<file path="src/rtl/uart_pkg.sv">
// Shared UART definitions: receive FSM state encoding, default bit period and data width.
package uart_pkg;

  localparam int unsigned DEFAULT_CLK_DIV = 868;
  localparam int unsigned DATA_W          = 8;

  typedef enum logic [2:0] {
    ST_IDLE,
    ST_START,
    ST_DATA,
    ST_PARITY,
    ST_STOP
  } rx_state_e;

endpackage

</file>
<file path="src/rtl/sync_fifo.sv">
// Synchronous first-word-fall-through FIFO; dout_o shows the head whenever empty_o is low.
module sync_fifo #(
  parameter int unsigned WIDTH = 8,
  parameter int unsigned DEPTH = 4
) (
  input  logic                     clk_i,
  input  logic                     rst_i,
  input  logic                     push_i,
  input  logic [WIDTH-1:0]         din_i,
  input  logic                     pop_i,
  output logic [WIDTH-1:0]         dout_o,
  output logic                     full_o,
  output logic                     empty_o,
  output logic [$clog2(DEPTH):0]   count_o
);
  localparam int unsigned AW = $clog2(DEPTH);

  logic [WIDTH-1:0] mem_q [DEPTH];
  logic [AW-1:0]    wr_ptr_q, rd_ptr_q;
  logic [AW:0]      count_q;
  logic             do_push, do_pop;

  assign full_o  = (count_q == (AW+1)'(DEPTH));
  assign empty_o = (count_q == '0);
  assign count_o = count_q;
  assign dout_o  = mem_q[rd_ptr_q];
  assign do_push = push_i && !full_o;
  assign do_pop  = pop_i && !empty_o;

  always_ff @(posedge clk_i) begin
    if (do_push) mem_q[wr_ptr_q] <= din_i;
  end

  always_ff @(posedge clk_i) begin
    if (rst_i) begin
      wr_ptr_q <= '0;
      rd_ptr_q <= '0;
      count_q  <= '0;
    end else begin
      if (do_push) wr_ptr_q <= wr_ptr_q + 1'b1;
      if (do_pop)  rd_ptr_q <= rd_ptr_q + 1'b1;
      case ({do_push, do_pop})
        2'b10:   count_q <= count_q + 1'b1;
        2'b01:   count_q <= count_q - 1'b1;
        default: count_q <= count_q;
      endcase
    end
  end

endmodule

</file>
<file path="src/rtl/uart_rx_ctrl.sv">
// UART receiver: 8N1 (8E1 when UART_RX_PARITY_EN is defined) into a FWFT receive FIFO.
module uart_rx_ctrl
  import uart_pkg::*;
#(
  parameter int unsigned CLK_DIV    = DEFAULT_CLK_DIV,
  parameter int unsigned FIFO_DEPTH = 4
) (
  input  logic              clk,
  input  logic              rst,
  input  logic              uart_rx,
  input  logic              rd_en,
  output logic [DATA_W-1:0] rd_data,
  output logic              rx_valid,
  input  logic              err_clr,
  output logic              frame_err,
  output logic              overrun,
  output logic              par_err,
  output logic              int_rx
);
  localparam int unsigned   CW       = $clog2(CLK_DIV);
  localparam int unsigned   FCW      = $clog2(FIFO_DEPTH) + 1;
  localparam int unsigned   BW       = $clog2(DATA_W);
  localparam logic [CW-1:0] CNT_HALF = CW'(CLK_DIV / 2 - 1);
  localparam logic [CW-1:0] CNT_FULL = CW'(CLK_DIV - 1);

  logic              sync1_q, sync2_q, prev_q;
  rx_state_e         state_q;
  logic [CW-1:0]     cnt_q;
  logic [BW-1:0]     bit_idx_q;
  logic [DATA_W-1:0] shift_q;
  logic              push_q;
  logic              frame_err_q, overrun_q;
  logic              rx_valid_q, rx_valid_d;
  logic [DATA_W-1:0] rd_data_q, rd_data_d;
  logic              tick, frame_set, overrun_set, push_ok;
  logic              pop, occ_full, fifo_push, fifo_pop, fifo_full, fifo_empty;
  logic [DATA_W-1:0] fifo_dout;
  logic [FCW-1:0]    fifo_count;

  always_ff @(posedge clk) begin
    if (rst) begin
      sync1_q <= 1'b1;
      sync2_q <= 1'b1;
      prev_q  <= 1'b1;
    end else begin
      sync1_q <= uart_rx;
      sync2_q <= sync1_q;
      prev_q  <= sync2_q;
    end
  end

  assign tick      = (cnt_q == '0);
  assign frame_set = (state_q == ST_STOP) && tick && !sync2_q;

`ifdef UART_RX_PARITY_EN
  logic par_bad_q, par_set, par_err_q;
  assign par_set = (state_q == ST_PARITY) && tick && (^{shift_q, sync2_q});
  assign push_ok = !par_bad_q;
  assign par_err = par_err_q;

  always_ff @(posedge clk) begin
    if (rst) begin
      par_bad_q <= 1'b0;
      par_err_q <= 1'b0;
    end else begin
      if ((state_q == ST_IDLE) && prev_q && !sync2_q) par_bad_q <= 1'b0;
      else if (par_set)                               par_bad_q <= 1'b1;
      par_err_q <= (par_err_q && !err_clr) || par_set;
    end
  end
`else
  assign push_ok = 1'b1;
  assign par_err = 1'b0;
`endif

  always_ff @(posedge clk) begin
    if (rst) begin
      state_q   <= ST_IDLE;
      cnt_q     <= '0;
      bit_idx_q <= '0;
      shift_q   <= '0;
      push_q    <= 1'b0;
    end else begin
      push_q <= 1'b0;
      if (state_q != ST_IDLE) cnt_q <= tick ? CNT_FULL : cnt_q - 1'b1;
      case (state_q)
        ST_IDLE: if (prev_q && !sync2_q) begin
          cnt_q   <= CNT_HALF;
          state_q <= ST_START;
        end
        ST_START: if (tick) begin
          bit_idx_q <= '0;
          state_q   <= sync2_q ? ST_IDLE : ST_DATA;
        end
        ST_DATA: if (tick) begin
          shift_q   <= {sync2_q, shift_q[DATA_W-1:1]};
          bit_idx_q <= bit_idx_q + 1'b1;
`ifdef UART_RX_PARITY_EN
          if (bit_idx_q == BW'(DATA_W - 1)) state_q <= ST_PARITY;
`else
          if (bit_idx_q == BW'(DATA_W - 1)) state_q <= ST_STOP;
`endif
        end
`ifdef UART_RX_PARITY_EN
        ST_PARITY: if (tick) state_q <= ST_STOP;
`endif
        ST_STOP: if (tick) begin
          push_q  <= sync2_q && push_ok;
          state_q <= ST_IDLE;
        end
        default: state_q <= ST_IDLE;
      endcase
    end
  end

  // rd_data/rx_valid form a head register in front of the FIFO; occupancy
  // counts the head plus FIFO entries so total capacity stays FIFO_DEPTH.
  assign pop         = rd_en && rx_valid_q;
  assign occ_full    = rx_valid_q && (fifo_count == FCW'(FIFO_DEPTH - 1));
  assign fifo_pop    = !fifo_empty && (!rx_valid_q || pop);
  assign fifo_push   = push_q && (!occ_full || pop) && !fifo_full;
  assign overrun_set = push_q && occ_full && !pop;

  sync_fifo #(
    .WIDTH (DATA_W),
    .DEPTH (FIFO_DEPTH)
  ) u_fifo (
    .clk_i   (clk),
    .rst_i   (rst),
    .push_i  (fifo_push),
    .din_i   (shift_q),
    .pop_i   (fifo_pop),
    .dout_o  (fifo_dout),
    .full_o  (fifo_full),
    .empty_o (fifo_empty),
    .count_o (fifo_count)
  );

  always_comb begin
    rx_valid_d = rx_valid_q;
    rd_data_d  = rd_data_q;
    if (fifo_pop) begin
      rx_valid_d = 1'b1;
      rd_data_d  = fifo_dout;
    end else if (pop) begin
      rx_valid_d = 1'b0;
    end
  end

  always_ff @(posedge clk) begin
    if (rst) begin
      rx_valid_q  <= 1'b0;
      rd_data_q   <= '0;
      frame_err_q <= 1'b0;
      overrun_q   <= 1'b0;
    end else begin
      rx_valid_q  <= rx_valid_d;
      rd_data_q   <= rd_data_d;
      frame_err_q <= (frame_err_q && !err_clr) || frame_set;
      overrun_q   <= (overrun_q && !err_clr) || overrun_set;
    end
  end

  assign rx_valid  = rx_valid_q;
  assign rd_data   = rd_data_q;
  assign frame_err = frame_err_q;
  assign overrun   = overrun_q;
  assign int_rx    = rx_valid_q | frame_err_q | overrun_q | par_err;

endmodule

</file>
<file path="config.mk">
export PLATFORM = sky130hd
export DESIGN_NAME = uart_rx_ctrl
export DESIGN_NICKNAME = d
export VERILOG_FILES = /design/src/rtl/uart_pkg.sv /design/src/rtl/sync_fifo.sv /design/src/rtl/uart_rx_ctrl.sv
export SDC_FILE = /design/constraint.sdc
export NUM_CORES = 1
export LEC_CHECK = 0
export ABC_AREA = 1
export CORE_UTILIZATION = 45
export CTS_BUF_LIST = sky130_fd_sc_hd__clkbuf_2 sky130_fd_sc_hd__clkbuf_4 sky130_fd_sc_hd__clkbuf_8
export DETAILED_ROUTE_END_ITERATION = 12
export HOLD_SLACK_MARGIN = 0.02
export PLACE_DENSITY = 0.65
export SLEW_MARGIN = 20
export SYNTH_ARGS = -nofsm -noshare
export SYNTH_HDL_FRONTEND = slang
export SYNTH_SLANG_ARGS = --single-unit
</file>
<file path="constraint.sdc">
create_clock -name clk -period 5.31 [get_ports clk]
set_input_delay 1.062 -clock clk [delete_from_list [all_inputs] [get_ports clk]]
set_output_delay 1.062 -clock clk [all_outputs]
set_load 0.1 [all_outputs]
</file>
==> PnR_summary.wiki, run 1 <==
{| class="wikitable"
! Metric !! Value
|-
| WS Path Type || in2reg
|-
| Post-synthesis instance area || 3358 µm²
|-
| Post-DR vias/cell || slightly below 5
|-
| Hold-fix buffer count after cts || 0
|-
| IR drop worst, VDD || between 0.3 and 0.4 mV
|-
| Remaining global-route overflow || 0
|-
| Post-synthesis average cell area || roughly 9 µm²
|-
| Layout Nets || 406
|-
| Pin slew with the least headroom to its limit || between 0.9 and 1 ns
|-
| Synthesized net count || roughly 400
|-
| Part of the cycle the worst path needs || a little over 60%
|-
| Leading cell types in the layout, fill and taps excluded || nor2_1 (73), dfxtp_1 (46), o21ai_0 (43), inv_1 (40), nand2_1 (35)
|-
| Most common cell after layout, fill and taps aside || nor2_1
|-
| Root Buffer || clkbuf_8
|-
| Post-synthesis sequential element count || 78
|-
| Slew headroom || a little over a third
|-
| Number of distinct standard cells referenced by the synthesized netlist || 33
|-
| Highest fanout seen on the critical path || 12
|-
| Area of the core || 7214 µm²
|-
| Worst setup SP type || primary input
|-
| Max-slew violation count || 0
|-
| Ant. Diodes || 0
|-
| Most frequently used flop master after synthesis || dfxtp_1
|-
| Number of failing hold endpoints at the final stage || 0
|-
| Number of global-route vias before repair || approximately 2200
|-
| Num CTS Buffers || 9
|-
| WP data required || between 5 and 6 ns
|-
| Global-route wire length before repair || about 10000 µm
|-
| Share of async-settable or async-resettable flops after synthesis || 0%
|-
| Port Buffers || 16
|-
| Unrepaired setup endpoints after global routing || false
|-
| Number of synthesized flops with an enable pin || 32
|-
| Setup TNS after final layout || 0 ns
|-
| Max Root-Sink Buffers || 2
|-
| Total Die Area || just under 8000 µm²
|-
| Proportion of total power due to net switching || a little over two fifths
|-
| Switching power summed over all nets || approximately 1.0 mW
|-
| Final estimated routing congestion in global placement || just under 0.8
|-
| Reported max-cap violation count || 0
|-
| Cell-internal power || ~1.3 mW
|-
| Post-CTS Setup Repair Bufs || 0
|-
| Sinks on Clock Net || between 70 and 80
|-
| Type of the most critical hold path || reg2reg
|-
| Fraction of layout instances using a drive strength above 1 || a little under a tenth
|-
| Largest net degree at the start of global routing || 31
|-
| Yosys warnings || 0
|-
| Post-Synthesis Cells || 375
|-
| CTS-repair resized insts || 0
|-
| Antenna-violating nets left || 0
|-
| Crit path setup slack, layout || just over 2 ns
|-
| Clock-pin slew on the worst setup and hold paths || 0.08 ns
|-
| Simple-Gate Fraction of Synth Area || roughly 22%
|-
| Adder-cell area share of the yosys netlist || roughly 3.6%
|-
| Number of violations reported at the end of detailed-routing iteration 0 || just over 50
|-
| Worst slack after detailed placement || 1.646 ns
|-
| Dominant combinational cell family by area after synthesis || simple AND/OR/NAND/NOR gates
|-
| Proportion of power drawn by combinational gates || between 40% and 50%
|-
| Final HPWL from detailed placement || roughly 4200 µm
|-
| Total Routed Length || 6159 µm
|-
| Clock group share of total power || around a fifth
|-
| Clock insertion delay at the later pin of the skew report || 0.35 ns
|-
| Worst Setup End Kind || flop
|-
| Synthesis-to-layout area growth || 13.56%
|-
| Design Power || between 2 and 2.5 mW
|-
| Post-synthesis compound-gate area fraction || 11.74%
|-
| Antenna violations before repair || 0
|-
| Mux contribution to synthesized area || 0%
|-
| Clock tree from TritonCTS || built
|-
| Initial DRT Pass Iterations || 4
|-
| Final period demand of the worst path || approximately 3.3 ns
|-
| Register area share after synthesis || between 50 and 60%
|-
| Maximum clock skew at final layout || approximately 0.011 ns
|-
| Status || complete, no violations
|-
| Static power due to leakage || between 1.5 and 2 nW
|-
| Max Clock Freq || a little over 0.3 GHz
|-
| Width of the die || 88.39 µm
|-
| PwrDens || just over 600 nW/µm²
|-
| Starting density of the core || 46.55%
|-
| Wire length per cell after detailed routing || ~12 µm
|-
| Standard-cell rows || 31
|-
| Die Y || between 80 and 90 µm
|-
| Final setup viols || 0
|-
| Sequential fraction of design power || a little over a third
|-
| Post-synthesis share of cell area spent on xor and xnor gates || less than 1%
|-
| DRC errors left || 0
|-
| Number of ports placed on the die boundary || 18
|-
| Data arrival, critical path || ~3.6 ns
|-
| Detailed-route via count || around 2500
|-
| Number of H-tree levels || 3
|-
| Global-route usage over all layers || ~17%
|}
[metrics by stage]
step                hold WS (ns)  area, µm²  std cells  utilization, %
finish                    0.4192       3814        496           52.86
global route              0.4454       3814        496           52.86
CTS                       0.4245       3814        496           52.86
detailed placement        0.4079       3596        480           49.84
global placement          0.4047       3596        480           49.84
floorplan                 0.3895       3358        375               -
[cells in the mapped netlist (2+ instances only)]
library cell	n	share of area (%)
nand2_2	3	0.56
clkbuf_1	5	0.56
a31oi_1	2	0.37
o22ai_1	9	1.7
nand3_2	3	0.89
a21oi_1	19	2.8
clkinv_1	2	0.22
inv_1	40	4.5
nor2_1	73	8.2
nor3_1	3	0.45
or2_2	2	0.37
nor2_4	3	1.0
edfxtp_1	32	29
buf_2	4	0.60
inv_2	4	0.45
nand3_1	20	3.0
nand4_1	4	0.75
nor2_2	2	0.37
dfxtp_1	46	27
ha_1	8	3.0
o21ai_0	43	6.4
o21ai_1	3	0.45
nand2_1	35	3.9
[logic make-up after synthesis]
family / count (synthesis)
XOR/XNOR: 1
buffers and inverters: 56
flip-flops: 78
AO/OA/AOI/OAI: 76
other: 1
adder cells (fa/ha/maj): 9
AND/OR/NAND/NOR: 154
[sequential cells by signal (all words and copies together) (netlist names), 3 cells and up]
name,flops
bit_idx_q,3
shift_q,8
rd_data,8
cnt_q,10
state_q,3
u_fifo.mem_q,32
u_fifo.count_o,3
[cell type report]
| cell class | instances | area (µm²) |
|---|---|---|
| Timing Repair Buffer | 16 | 160.2 |
| Multi-Input combinational cell | 241 | 1257 |
| Clock inverter | 6 | 86.33 |
| Inverter | 46 | 172.7 |
| Tap cell | 99 | 123.9 |
| Sequential cell | 78 | 1882 |
| Fill cell | 672 | 3401 |
| Clock buffer | 10 | 131.4 |
[power by group through the flow]
| stage | combinational (mW) | clock (mW) | sequential [mW] |
|---|---|---|---|
| 2_1_floorplan | 0.659 | 0 | 0.996 |
| 3_3_place_gp | 0.978 | 0 | 0.861 |
| 3_5_place_dp | 0.993 | 0 | 0.862 |
| 4_1_cts | 0.996 | 0.492 | 0.850 |
| 5_1_grt | 1.10 | 0.517 | 0.865 |
| 6_report | 0.990 | 0.481 | 0.849 |
[final timing paths]
path | startpoint | end | slack [ns] | cells past startpoint
max | rd_en | u_fifo.count_o[1]$_SDFFE_PP0P_ | 2.01 | 9
min | sync1_q$_SDFF_PP1_ | sync2_q$_SDFF_PP1_ | 0.42 | 1
max reg2reg | rx_valid$_SDFFE_PP0P_ | u_fifo.count_o[1]$_SDFFE_PP0P_ | 2.73 | 9
min reg2reg | sync1_q$_SDFF_PP1_ | sync2_q$_SDFF_PP1_ | 0.42 | 1
[worst max-delay path: stages]
cell,delay (ns)
clkdlybuf4s50_1,0.42
o21ai_1,0.60
clkinv_1,0.44
ha_1,0.31
inv_1,0.09
fa_1,0.42
nor2_1,0.09
a21oi_1,0.04
nor2_1,0.09
[metal layers]
layer | vias to the layer above | GRT usage [%] | share of wire [%]
met5 | - | 0 | 0
met4 | 0 | 7.478 | 1.6
met3 | 10 | 4.291 | 3.1
met2 | 35 | 29.02 | 48
met1 | 1138 | 21.13 | 47
li1 | 1283 | - | -
No activity file was read; power rests on OpenSTA's default activity.
==> inputs of run 2 (changes only) <==
PLACE_DENSITY = 0.67   (was 0.65)
clock period = 2.9 ns   (was 5.31 ns; I/O delays follow)
==> run 2 against run 1 <==
Net effect:
- sequential cell count unchanged
- count of clock-buffer cells in the layout decreased by 1
- clock power increased by 110%
- first-iteration DRC count increased by 110%
- non-clock buffer count increased by 7
- critical path depth increased by 2
==> PnR_summary.wiki, run 2 (synthesized netlist as in run 1, its figures left out) <==
{| class="wikitable"
! Metric !! Value
|-
| Number of cells on the worst hold path || 1
|-
| Wire length per cell after detailed routing || approximately 12 µm
|-
| Initial DRT Pass Iterations || 4
|-
| Worst r2r path cells || 11
|-
| Register with the most flip-flops || u_fifo.mem_q
|-
| Unrepaired setup endpoints after global routing || false
|-
| Placed cell areas || roughly 3600 µm²
|-
| Most common cell after layout, fill and taps aside || nor2_1
|-
| Clock insertion delay at the later pin of the skew report || 0.36 ns
|-
| Reported max-cap violation count || 0
|-
| Standard-cell rows || 31
|-
| Global-route usage over all layers || approximately 17%
|-
| Global-route wire length before repair || between 10000 and 15000 µm
|-
| Worst stage delay on the critical path || around 0.42 ns
|-
| FF-to-FF Start || rx_valid$_SDFFE_PP0P_
|-
| Max Root-Sink Buffers || 2
|-
| Origin of the worst min-delay path || sync1_q$_SDFF_PP1_
|-
| IR drop worst, VDD || 0.5337 mV
|-
| Final period demand of the worst path || around 2.3 ns
|-
| Crit path setup slack, layout || 0.6455 ns
|-
| Worst slack after detailed placement || 0.3154 ns
|-
| Leading cell types in the layout, fill and taps excluded || nor2_1 (73), dfxtp_1 (46), o21ai_0 (43), inv_1 (40), nand2_1 (35)
|-
| Antenna-violating nets left || 0
|-
| Number of global-route vias before repair || about 2300
|-
| Layout Nets || 413
|-
| Antenna violations before repair || 0
|-
| Detailed-route via count || 2457
|-
| Slew headroom || a little under three fifths
|-
| Final estimated routing congestion in global placement || 0.8135
|-
| Highest fanout seen on the critical path || 3
|-
| Worst R2R Setup Slack || 0.88 ns
|-
| Remaining global-route overflow || 0
|-
| Worst setup SP type || primary input
|-
| Max-slew violation count || 0
|-
| Part of the cycle the worst path needs || roughly 78%
|-
| Worst Setup End Kind || flop
|-
| Biggest regs || u_fifo.mem_q: 32 flops, cnt_q: 10 flops
|-
| Type of the most critical hold path || reg2reg
|-
| Final setup viols || 0
|-
| Largest register FFs || 32
|-
| Status || complete, no violations
|-
| Synthesis-to-layout area growth || 15.01%
|-
| Largest net degree at the start of global routing || 31
|-
| Number of failing hold endpoints at the final stage || 0
|-
| Starting density of the core || between 40% and 50%
|-
| Worst r2r dst || u_fifo.count_o[2]$_SDFFE_PP0P_
|-
| Number of violations reported at the end of detailed-routing iteration 0 || ~110
|-
| Pin slew with the least headroom to its limit || between 0.6 and 0.7 ns
|-
| Sinks on Clock Net || 78
|-
| Number of H-tree levels || 3
|-
| Data arrival, critical path || between 2 and 3 ns
|-
| Clock-pin slew on the worst setup and hold paths || 0.09 ns
|-
| Total Routed Length || roughly 6000 µm
|-
| Die Y || 88.39 µm
|-
| Port Buffers || 16
|-
| Ant. Diodes || 0
|-
| Hold-fix buffer count after cts || 0
|-
| CTS-repair resized insts || 0
|-
| Final HPWL from detailed placement || 4191 µm
|-
| Area of the core || 7214 µm²
|-
| Post-CTS Setup Repair Bufs || 0
|-
| Critical path cell sequence || clkdlybuf4s50_1 -> nor2_1 -> nand4_1 -> nand3_1 -> ha_1 -> inv_1 -> fa_1 -> a21oi_1 -> o21ai_0 -> o21ai_0 -> a21oi_1
|-
| Post-DR vias/cell || around 4.9
|-
| WS Path Type || in2reg
|-
| Maximum clock skew at final layout || 0.01232 ns
|-
| Total Die Area || roughly 7800 µm²
|-
| WP data required || between 3 and 4 ns
|-
| Root Buffer || clkbuf_8
|-
| PwrDens || between 1000 and 1500 nW/µm²
|-
| Num CTS Buffers || 9
|-
| Setup TNS after final layout || 0 ns
|-
| Width of the die || approximately 88 µm
|-
| DRC errors left || 0
|-
| Static power due to leakage || between 1.5 and 2 nW
|-
| Fraction of layout instances using a drive strength above 1 || 13.61%
|-
| Area of all placed cells without fillers || around 3900 µm²
|-
| Max Clock Freq || 0.4435 GHz
|-
| Number of ports placed on the die boundary || 18
|-
| Clock tree from TritonCTS || built
|-
| Cell with the largest stage delay on the worst path || clkdlybuf4s50_1
|-
| End point of the most critical hold path || sync2_q$_SDFF_PP1_
|}
-- run 2: metrics by stage --
stage / hold slack (ns) / cells / utilization, % / power, mW
global placement: 0.4015 / 487 / 50.16 / 3.356
detailed placement: 0.4104 / 487 / 50.16 / 3.390
global route: 0.4530 / 503 / 53.54 / 4.665
floorplan: 0.3895 / 375 / - / 3.031
finish: 0.4251 / 503 / 53.54 / 4.362
CTS: 0.4365 / 503 / 53.54 / 4.385
-- run 2: cell type report --
class                      instances  area (µm²)
fill                             662        3352
sequential                        78        1882
multi-input combinational        241        1257
timing repair buffer              23       182.7
inverter                          46       172.7
clock buffer                       9       123.9
tap                               99       123.9
clock inverter                     7       120.1
-- run 2: power breakdown --
group / leakage (nW) / total (mW) / switching, mW / internal (mW)
Sequential: 0.676 / 1.55 / 0.200 / 1.35
Clock: 0.122 / 0.992 / 0.416 / 0.576
Combinational: 0.816 / 1.82 / 1.27 / 0.546
Total: 1.61 / 4.36 / 1.89 / 2.47
-- run 2: how the worst max path moves through the flow --
| stage | start | to | cells after the start |
|---|---|---|---|
| finish | rd_en | u_fifo.count_o[2]$_SDFFE_PP0P_ | 11 |
| global route | rd_en | u_fifo.count_o[2]$_SDFFE_PP0P_ | 11 |
| CTS | rd_en | u_fifo.count_o[2]$_SDFFE_PP0P_ | 11 |
| detailed placement | rd_en | u_fifo.count_o[2]$_SDFFE_PP0P_ | 11 |
| global placement | rd_en | u_fifo.count_o[2]$_SDFFE_PP0P_ | 11 |
| floorplan | rx_valid$_SDFFE_PP0P_ | u_fifo.count_o[2]$_SDFFE_PP0P_ | 11 |
-- run 2: worst max-delay path: cells and delay by family --
kind / cells / cell delay (ns)
adders and majority gates: 2 / 0.53
and+or+nand+nor: 3 / 0.39
buffers and inverters: 2 / 0.49
AOI/OAI and AO/OA: 4 / 0.51
-- run 2: metal layers --
layer | routed length [µm] | global-route usage (%)
met1 | 2851 | 20.18
met3 | 132 | 3.265
met5 | 0 | 0
met2 | 2849 | 29.16
met4 | 156 | 10.56
